### config.mk
export PLATFORM = sky130hd
export DESIGN_NAME = tattr_dma
export DESIGN_NICKNAME = d
export VERILOG_FILES = /design/src/rtl/video_pkg.sv /design/src/rtl/tattr_dma.sv
export SDC_FILE = /design/constraint.sdc
export NUM_CORES = 1
export LEC_CHECK = 0
export ABC_CLOCK_PERIOD_IN_PS = 4500
export CAP_MARGIN = 0
export CORE_ASPECT_RATIO = 2
export CORE_MARGIN = 5
export CORE_UTILIZATION = 34
export CTS_CLUSTER_DIAMETER = 40
export CTS_CLUSTER_SIZE = 8
export DETAILED_ROUTE_END_ITERATION = 10
export SLEW_MARGIN = 5
export SYNTH_ARGS = -nofsm -noshare
export SYNTH_HDL_FRONTEND = slang
export SYNTH_SLANG_ARGS = --single-unit
### constraint.sdc
create_clock -name clk -period 4.5 [get_ports clk]
set_input_delay 1.35 -clock clk [delete_from_list [all_inputs] [get_ports clk]]
set_output_delay 1.35 -clock clk [all_outputs]
set_load 0.05 [all_outputs]
### src/rtl/video_pkg.sv
// Shared video-subsystem constants: tile-map geometry, tattr DMA register map and FSM encoding.
package video_pkg;

    localparam int unsigned TILES_H    = 25;
    localparam int unsigned TILES_V    = 19;
    localparam int unsigned TATTR_SIZE = 512;

    localparam logic [1:0] REG_SRC  = 2'd0;
    localparam logic [1:0] REG_DST  = 2'd1;
    localparam logic [1:0] REG_LEN  = 2'd2;
    localparam logic [1:0] REG_CTRL = 2'd3;

    localparam int unsigned CTRL_START  = 0;
    localparam int unsigned CTRL_SYNC   = 1;
    localparam int unsigned CTRL_ABORT  = 2;
    localparam int unsigned CTRL_IRQ_EN = 3;

    localparam int unsigned STAT_SYNC    = 1;
    localparam int unsigned STAT_IRQ_EN  = 3;
    localparam int unsigned STAT_BUSY    = 8;
    localparam int unsigned STAT_DONE    = 9;
    localparam int unsigned STAT_ABORTED = 10;

    typedef enum logic [1:0] {
        ST_IDLE  = 2'd0,
        ST_REQ   = 2'd1,
        ST_WRITE = 2'd2
    } dma_state_e;

endpackage

### src/rtl/tattr_dma.sv
// Tile-attribute DMA: copies a byte run from system memory into tattr RAM,
// one byte per bus read, optionally holding new requests off until vblank.
module tattr_dma
    import video_pkg::*;
#(
    parameter int unsigned TATTR_SIZE = video_pkg::TATTR_SIZE,
    parameter int unsigned ADDR_WIDTH = 32
) (
    input  logic                          clk,
    input  logic                          rst,
    input  logic [1:0]                    cfg_addr,
    input  logic [31:0]                   cfg_wdata,
    input  logic                          cfg_wenable,
    output logic [31:0]                   cfg_rdata,
    output logic                          mem_req,
    output logic [ADDR_WIDTH-1:0]         mem_addr,
    input  logic                          mem_ready,
    input  logic [31:0]                   mem_rdata,
    output logic [$clog2(TATTR_SIZE)-1:0] tattr_addr,
    output logic [7:0]                    tattr_wdata,
    output logic                          tattr_wenable,
    input  logic                          vblank,
    output logic                          irq
);

    localparam int unsigned AW = $clog2(TATTR_SIZE);
    localparam int unsigned LW = AW + 1;

    // The whole tile map has to fit in tattr RAM.
    if (TILES_H * TILES_V > TATTR_SIZE) begin : g_map_fits
        $error("tattr RAM smaller than the tile map");
    end

    dma_state_e            state_q, state_d;
    logic [ADDR_WIDTH-1:0] src_q;
    logic [AW-1:0]         dst_q;
    logic [LW-1:0]         len_q;
    logic                  sync_q, irq_en_q, done_q, aborted_q, abort_pend_q;
    logic                  mem_req_q, wen_q, irq_q;
    logic [7:0]            byte_q;

    logic busy, reg_wr, ctrl_wr, start_wr, abort_wr, w1c_wr, abort_now;
    logic req_ok, req_ok_start;
    logic req_d, take, step, fin, fin_abort, start_ok, zero_start;

    assign busy         = (state_q != ST_IDLE);
    assign reg_wr       = cfg_wenable && !busy;
    assign ctrl_wr      = cfg_wenable && (cfg_addr == REG_CTRL);
    assign start_wr     = ctrl_wr && cfg_wdata[CTRL_START];
    assign abort_wr     = ctrl_wr && cfg_wdata[CTRL_ABORT];
    assign w1c_wr       = ctrl_wr && cfg_wdata[STAT_DONE];
    assign abort_now    = abort_pend_q || abort_wr;
    assign req_ok       = !sync_q || vblank;
    assign req_ok_start = !cfg_wdata[CTRL_SYNC] || vblank;

    always_ff @(posedge clk or posedge rst) begin
        if (rst) begin
            state_q <= ST_IDLE;
        end else begin
            state_q <= state_d;
        end
    end

    // Next state plus one-cycle control strobes for the datapath.
    always_comb begin
        state_d    = state_q;
        req_d      = 1'b0;
        take       = 1'b0;
        step       = 1'b0;
        fin        = 1'b0;
        fin_abort  = 1'b0;
        start_ok   = 1'b0;
        zero_start = 1'b0;
        unique case (state_q)
            ST_IDLE: begin
                if (start_wr) begin
                    if (len_q != '0) begin
                        state_d  = ST_REQ;
                        start_ok = 1'b1;
                        req_d    = req_ok_start;
                    end else begin
                        zero_start = 1'b1;
                    end
                end
            end
            ST_REQ: begin
                // A raised request is held until accepted; abort only bites before it rises.
                if (mem_req_q) begin
                    if (mem_ready) begin
                        state_d = ST_WRITE;
                        take    = 1'b1;
                    end else begin
                        req_d = 1'b1;
                    end
                end else if (abort_now) begin
                    state_d   = ST_IDLE;
                    fin       = 1'b1;
                    fin_abort = 1'b1;
                end else begin
                    req_d = req_ok;
                end
            end
            ST_WRITE: begin
                step = 1'b1;
                if (len_q == LW'(1) || abort_now) begin
                    state_d   = ST_IDLE;
                    fin       = 1'b1;
                    fin_abort = abort_now;
                end else begin
                    state_d = ST_REQ;
                    req_d   = req_ok;
                end
            end
            default: state_d = ST_IDLE;
        endcase
    end

    always_ff @(posedge clk or posedge rst) begin
        if (rst) begin
            src_q        <= '0;
            dst_q        <= '0;
            len_q        <= '0;
            sync_q       <= 1'b0;
            irq_en_q     <= 1'b0;
            done_q       <= 1'b0;
            aborted_q    <= 1'b0;
            abort_pend_q <= 1'b0;
            mem_req_q    <= 1'b0;
            wen_q        <= 1'b0;
            irq_q        <= 1'b0;
            byte_q       <= '0;
        end else begin
            mem_req_q <= req_d;
            wen_q     <= take;
            irq_q     <= done_q & irq_en_q;

            if (take) begin
                byte_q <= mem_rdata[{src_q[1:0], 3'b000} +: 8];
            end

            if (step) begin
                src_q <= src_q + ADDR_WIDTH'(1);
                dst_q <= dst_q + AW'(1);
                len_q <= len_q - LW'(1);
            end else if (reg_wr) begin
                case (cfg_addr)
                    REG_SRC: src_q <= ADDR_WIDTH'(cfg_wdata);
                    REG_DST: dst_q <= AW'(cfg_wdata);
                    REG_LEN: len_q <= (cfg_wdata > 32'(TATTR_SIZE)) ? LW'(TATTR_SIZE)
                                                                   : LW'(cfg_wdata);
                    default: ;
                endcase
            end

            if (ctrl_wr) begin
                irq_en_q <= cfg_wdata[CTRL_IRQ_EN];
                if (!busy) begin
                    sync_q <= cfg_wdata[CTRL_SYNC];
                end
            end

            // Setting done beats a same-cycle W1C.
            if (fin || zero_start) begin
                done_q <= 1'b1;
            end else if (start_ok || w1c_wr) begin
                done_q <= 1'b0;
            end

            if (fin_abort) begin
                aborted_q <= 1'b1;
            end else if (start_ok || zero_start || w1c_wr) begin
                aborted_q <= 1'b0;
            end

            if (fin || !busy) begin
                abort_pend_q <= 1'b0;
            end else if (abort_wr) begin
                abort_pend_q <= 1'b1;
            end
        end
    end

    always_comb begin
        cfg_rdata = '0;
        case (cfg_addr)
            REG_SRC: cfg_rdata = 32'(src_q);
            REG_DST: cfg_rdata = 32'(dst_q);
            REG_LEN: cfg_rdata = 32'(len_q);
            default: begin
                cfg_rdata[STAT_SYNC]    = sync_q;
                cfg_rdata[STAT_IRQ_EN]  = irq_en_q;
                cfg_rdata[STAT_BUSY]    = busy;
                cfg_rdata[STAT_DONE]    = done_q;
                cfg_rdata[STAT_ABORTED] = aborted_q;
            end
        endcase
    end

    assign mem_req       = mem_req_q;
    assign mem_addr      = src_q;
    assign tattr_addr    = dst_q;
    assign tattr_wdata   = byte_q;
    assign tattr_wenable = wen_q;
    assign irq           = irq_q;

endmodule

==> results.json <==
{
  "worst_slew_pin_slew_ns": 0.778,
  "place_ws_ns": 0.187,
  "htreeDepth": 3,
  "ir_drop_mv": 0.391,
  "critPathMaxStageDelay_ns": 0.73,
  "yosys.area_share.adder_pct": 2.40,
  "die-area_mm2": 0.0164,
  "period_share_pct": 95.7,
  "vias_per_cell": 5.81,
  "initial_core_util_pct": 34.7,
  "hold_path_depth": 1,
  "place_congestion": 0.842,
  "hold_class": "reg -> reg",
  "syn-instance-count": 521,
  "syn-num-nets": 601,
  "maxSlewHeadroom_pct": 48.2,
  "die_w_um": 93.1,
  "first_global_vias": 4916,
  "clockRootBuffer": "clkbuf_16",
  "cts.sinks": 69,
  "cts_resized": 0,
  "leakage_nw": 2.77,
  "ys_types": 60,
  "yosys.area_share.simple_pct": 24.1,
  "final_common_cell": "clkdlybuf4s50_1",
  "synth_area_per_cell_um2": 9.01,
  "antenna_found_initial": 0,
  "synthesis.area_mm2": 0.00469,
  "tns_ns": 0,
  "first_pass_iters": 5,
  "cts_tree": "yes",
  "clk_pin_slew_worst_paths_ns": 0.06,
  "ant_nets": 0,
  "critPathSlowestCell": "clkdlybuf4s50_1",
  "layout_common_cells": "clkdlybuf4s50_1 (122), dfrtp_1 (69), nand2_1 (47)",
  "min_period_ns": 4.31,
  "numPortBuffers": 154,
  "synthFlopType": "dfrtp_1",
  "path_max_fanout": 9,
  "clk_latency_ns": 0.34,
  "drive_gt1_share_pct": 14.4,
  "synth-edff-count": 0,
  "diodes": 0,
  "worst_slack_ns": 0.192,
  "ys_async_sr_fraction_pct": 100,
  "worst_ep_arrival_time_ns": 2.96,
  "syn_to_final_growth_pct": 50.1,
  "design.core.area_mm2": 0.0135,
  "cellPowerDensity_mw_per_mm2": 732,
  "cap_violations": 0,
  "hold_viol": 0,
  "path_cells": "clkdlybuf4s50_1 > buf_4 > and2_1 > o2bb2ai_1 > buf_12",
  "ioPinCount": 155,
  "chipHeight_um": 176,
  "row_count": 60,
  "postCtsSetupBuffers": 0,
  "ctsLongestPathBuffers": 2,
  "skew_ns": 0.00684,
  "stdcell_count": 829,
  "yosysSeqAreaShare_pct": 36.8,
  "ys_warn_count": 0,
  "grt_max_degree": 78,
  "grt_pass1_wl_um": 26600,
  "path_class": "in -> out",
  "synthXorXnorAreaFrac_pct": 3.92,
  "synthMuxAreaShare_pct": 11.2,
  "p_total_mw": 5.16,
  "postCtsHoldBufs": 0,
  "drt-initial-drc-count": 197,
  "placed_cells": 813,
  "setup_violations": 0,
  "drt-total-wl_um": 17300,
  "fin_nets": 749,
  "dp_hpwl_um": 13500,
  "synth_seq_cells": 69,
  "cts_buffers": 9,
  "critPathRequiredTime_ns": 3.15,
  "grt_overflow": 0,
  "drc_errors": 0,
  "num_vias": 4817,
  "synth_top_family_by_area": "simple AND/OR/NAND/NOR gates",
  "finalMaxSlewViolations": 0,
  "grt_usage_pct": 21.1,
  "startpoint_type": "input port",
  "max_freq_mhz": 232,
  "fillers": 1220,
  "r2r_cells": 7,
  "rsz0062_at_grt": "false",
  "wl_per_cell_um": 20.9,
  "status": "complete, no violations",
  "synth_compound_area_share_pct": 17.4,
  "cp-end-kind": "primary output"
}
cell usage after synthesis (2+ instances only):
library cell	instances	area, µm²
xor2_1	4	35.0
o211ai_1	4	30.0
clkbuf_1	25	93.8
inv_1	17	63.8
o21ai_1	2	10.0
nor2_1	36	135
mux2_2	12	135
and4_1	7	61.3
a311oi_1	4	35.0
nand3_1	25	125
ha_1	9	113
o21ai_0	21	105
mux4_2	11	248
a21oi_1	40	200
xnor2_1	17	149
a211oi_1	24	180
buf_1	3	11.3
or3_1	4	25.0
o221a_2	5	56.3
and3_1	5	31.3
a22oi_1	2	15.0
nor4_1	8	50.1
mux2i_1	13	130
nor2b_1	16	100
nand4_1	9	56.3
dfrtp_1	69	1730
and2_1	25	156
a221oi_1	2	17.5
nand2_1	47	176
or4_1	2	15.0
nand2b_1	2	12.5
a21o_1	3	22.5
buf_2	2	10.0
nor4_4	2	42.5
nor3_1	19	95.1
critical path: cells and delay by family:
| family | cells | cell delay [ns] |
|---|---|---|
| compound gates | 1 | 0.19 |
| buf+inv | 3 | 1.17 |
| simple gates | 1 | 0.23 |
cell type report:
cell class | count | area [µm²] | area share (%)
flip-flops and latches | 69 | 1730 | 24.5
clock inverters | 6 | 86.3 | 1.23
repair buffers | 169 | 1960 | 27.9
clock buffers | 10 | 239 | 3.39
multi-input cells | 403 | 2770 | 39.3
inverters | 17 | 63.8 | 0.906
well taps | 155 | 194 | 2.75
metrics by stage:
step	area, µm²	hold WS [ns]	utilization [%]
floorplan	4690	0.469	-
global placement	6720	0.491	49.7
detailed placement	6720	0.500	49.7
CTS	7040	0.514	52.1
global route	7040	0.525	52.1
finish	7040	0.508	52.1
registers in the layout (all words and copies together), names as in the netlist:
name           count
irq                1
mem_addr          32
tattr_addr         9
mem_req            1
done_q             1
tattr_wdata        8
abort_pend_q       1
state_q            2
aborted_q          1
tattr_wenable      1
len_q             10
irq_en_q           1
sync_q             1
layer usage:
metal  vias up  share of wire, %  track usage, %
met1      2379                35            21.7
met2       170                55            39.3
met3        48               4.3            3.50
met5         -                 0               0
li1       2220                 -               -
met4         0               5.2            11.9
cell families (layout without fill, tap and decap cells):
group / after synthesis / after routing
xor gates and xnor gates: 21 / 21
AOI/OAI and AO/OA: 124 / 124
buffers and inverters: 49 / 202
muxes: 37 / 37
and+or+nand+nor: 212 / 212
DFF: 69 / 69
adders and majority gates: 9 / 9
final timing paths:
kind,from,end,slack (ns)
min in group asynchronous,rst,mem_addr[26]$_DFFE_PP0P_,1.42
max in group asynchronous,rst,mem_addr[3]$_DFFE_PP0P_,2.31
worst max register to register,state_q[0]$_DFFE_PP0P_,mem_addr[29]$_DFFE_PP0P_,1.82
worst min register to register,tattr_wdata[7]$_DFFE_PP0P_,tattr_wdata[7]$_DFFE_PP0P_,0.51
worst max-delay path,cfg_addr[0],cfg_rdata[9],0.19
worst min-delay path,tattr_wdata[7]$_DFFE_PP0P_,tattr_wdata[7]$_DFFE_PP0P_,0.51
power by group:
group	switching (mW)	total [mW]	internal, mW	leakage, nW
logic	1.81	3.01	1.20	1.79
clock network	0.279	0.778	0.499	0.158
registers	0.461	1.37	0.905	0.814
total	2.55	5.16	2.61	2.77
Power figures use the tool's default switching activity.
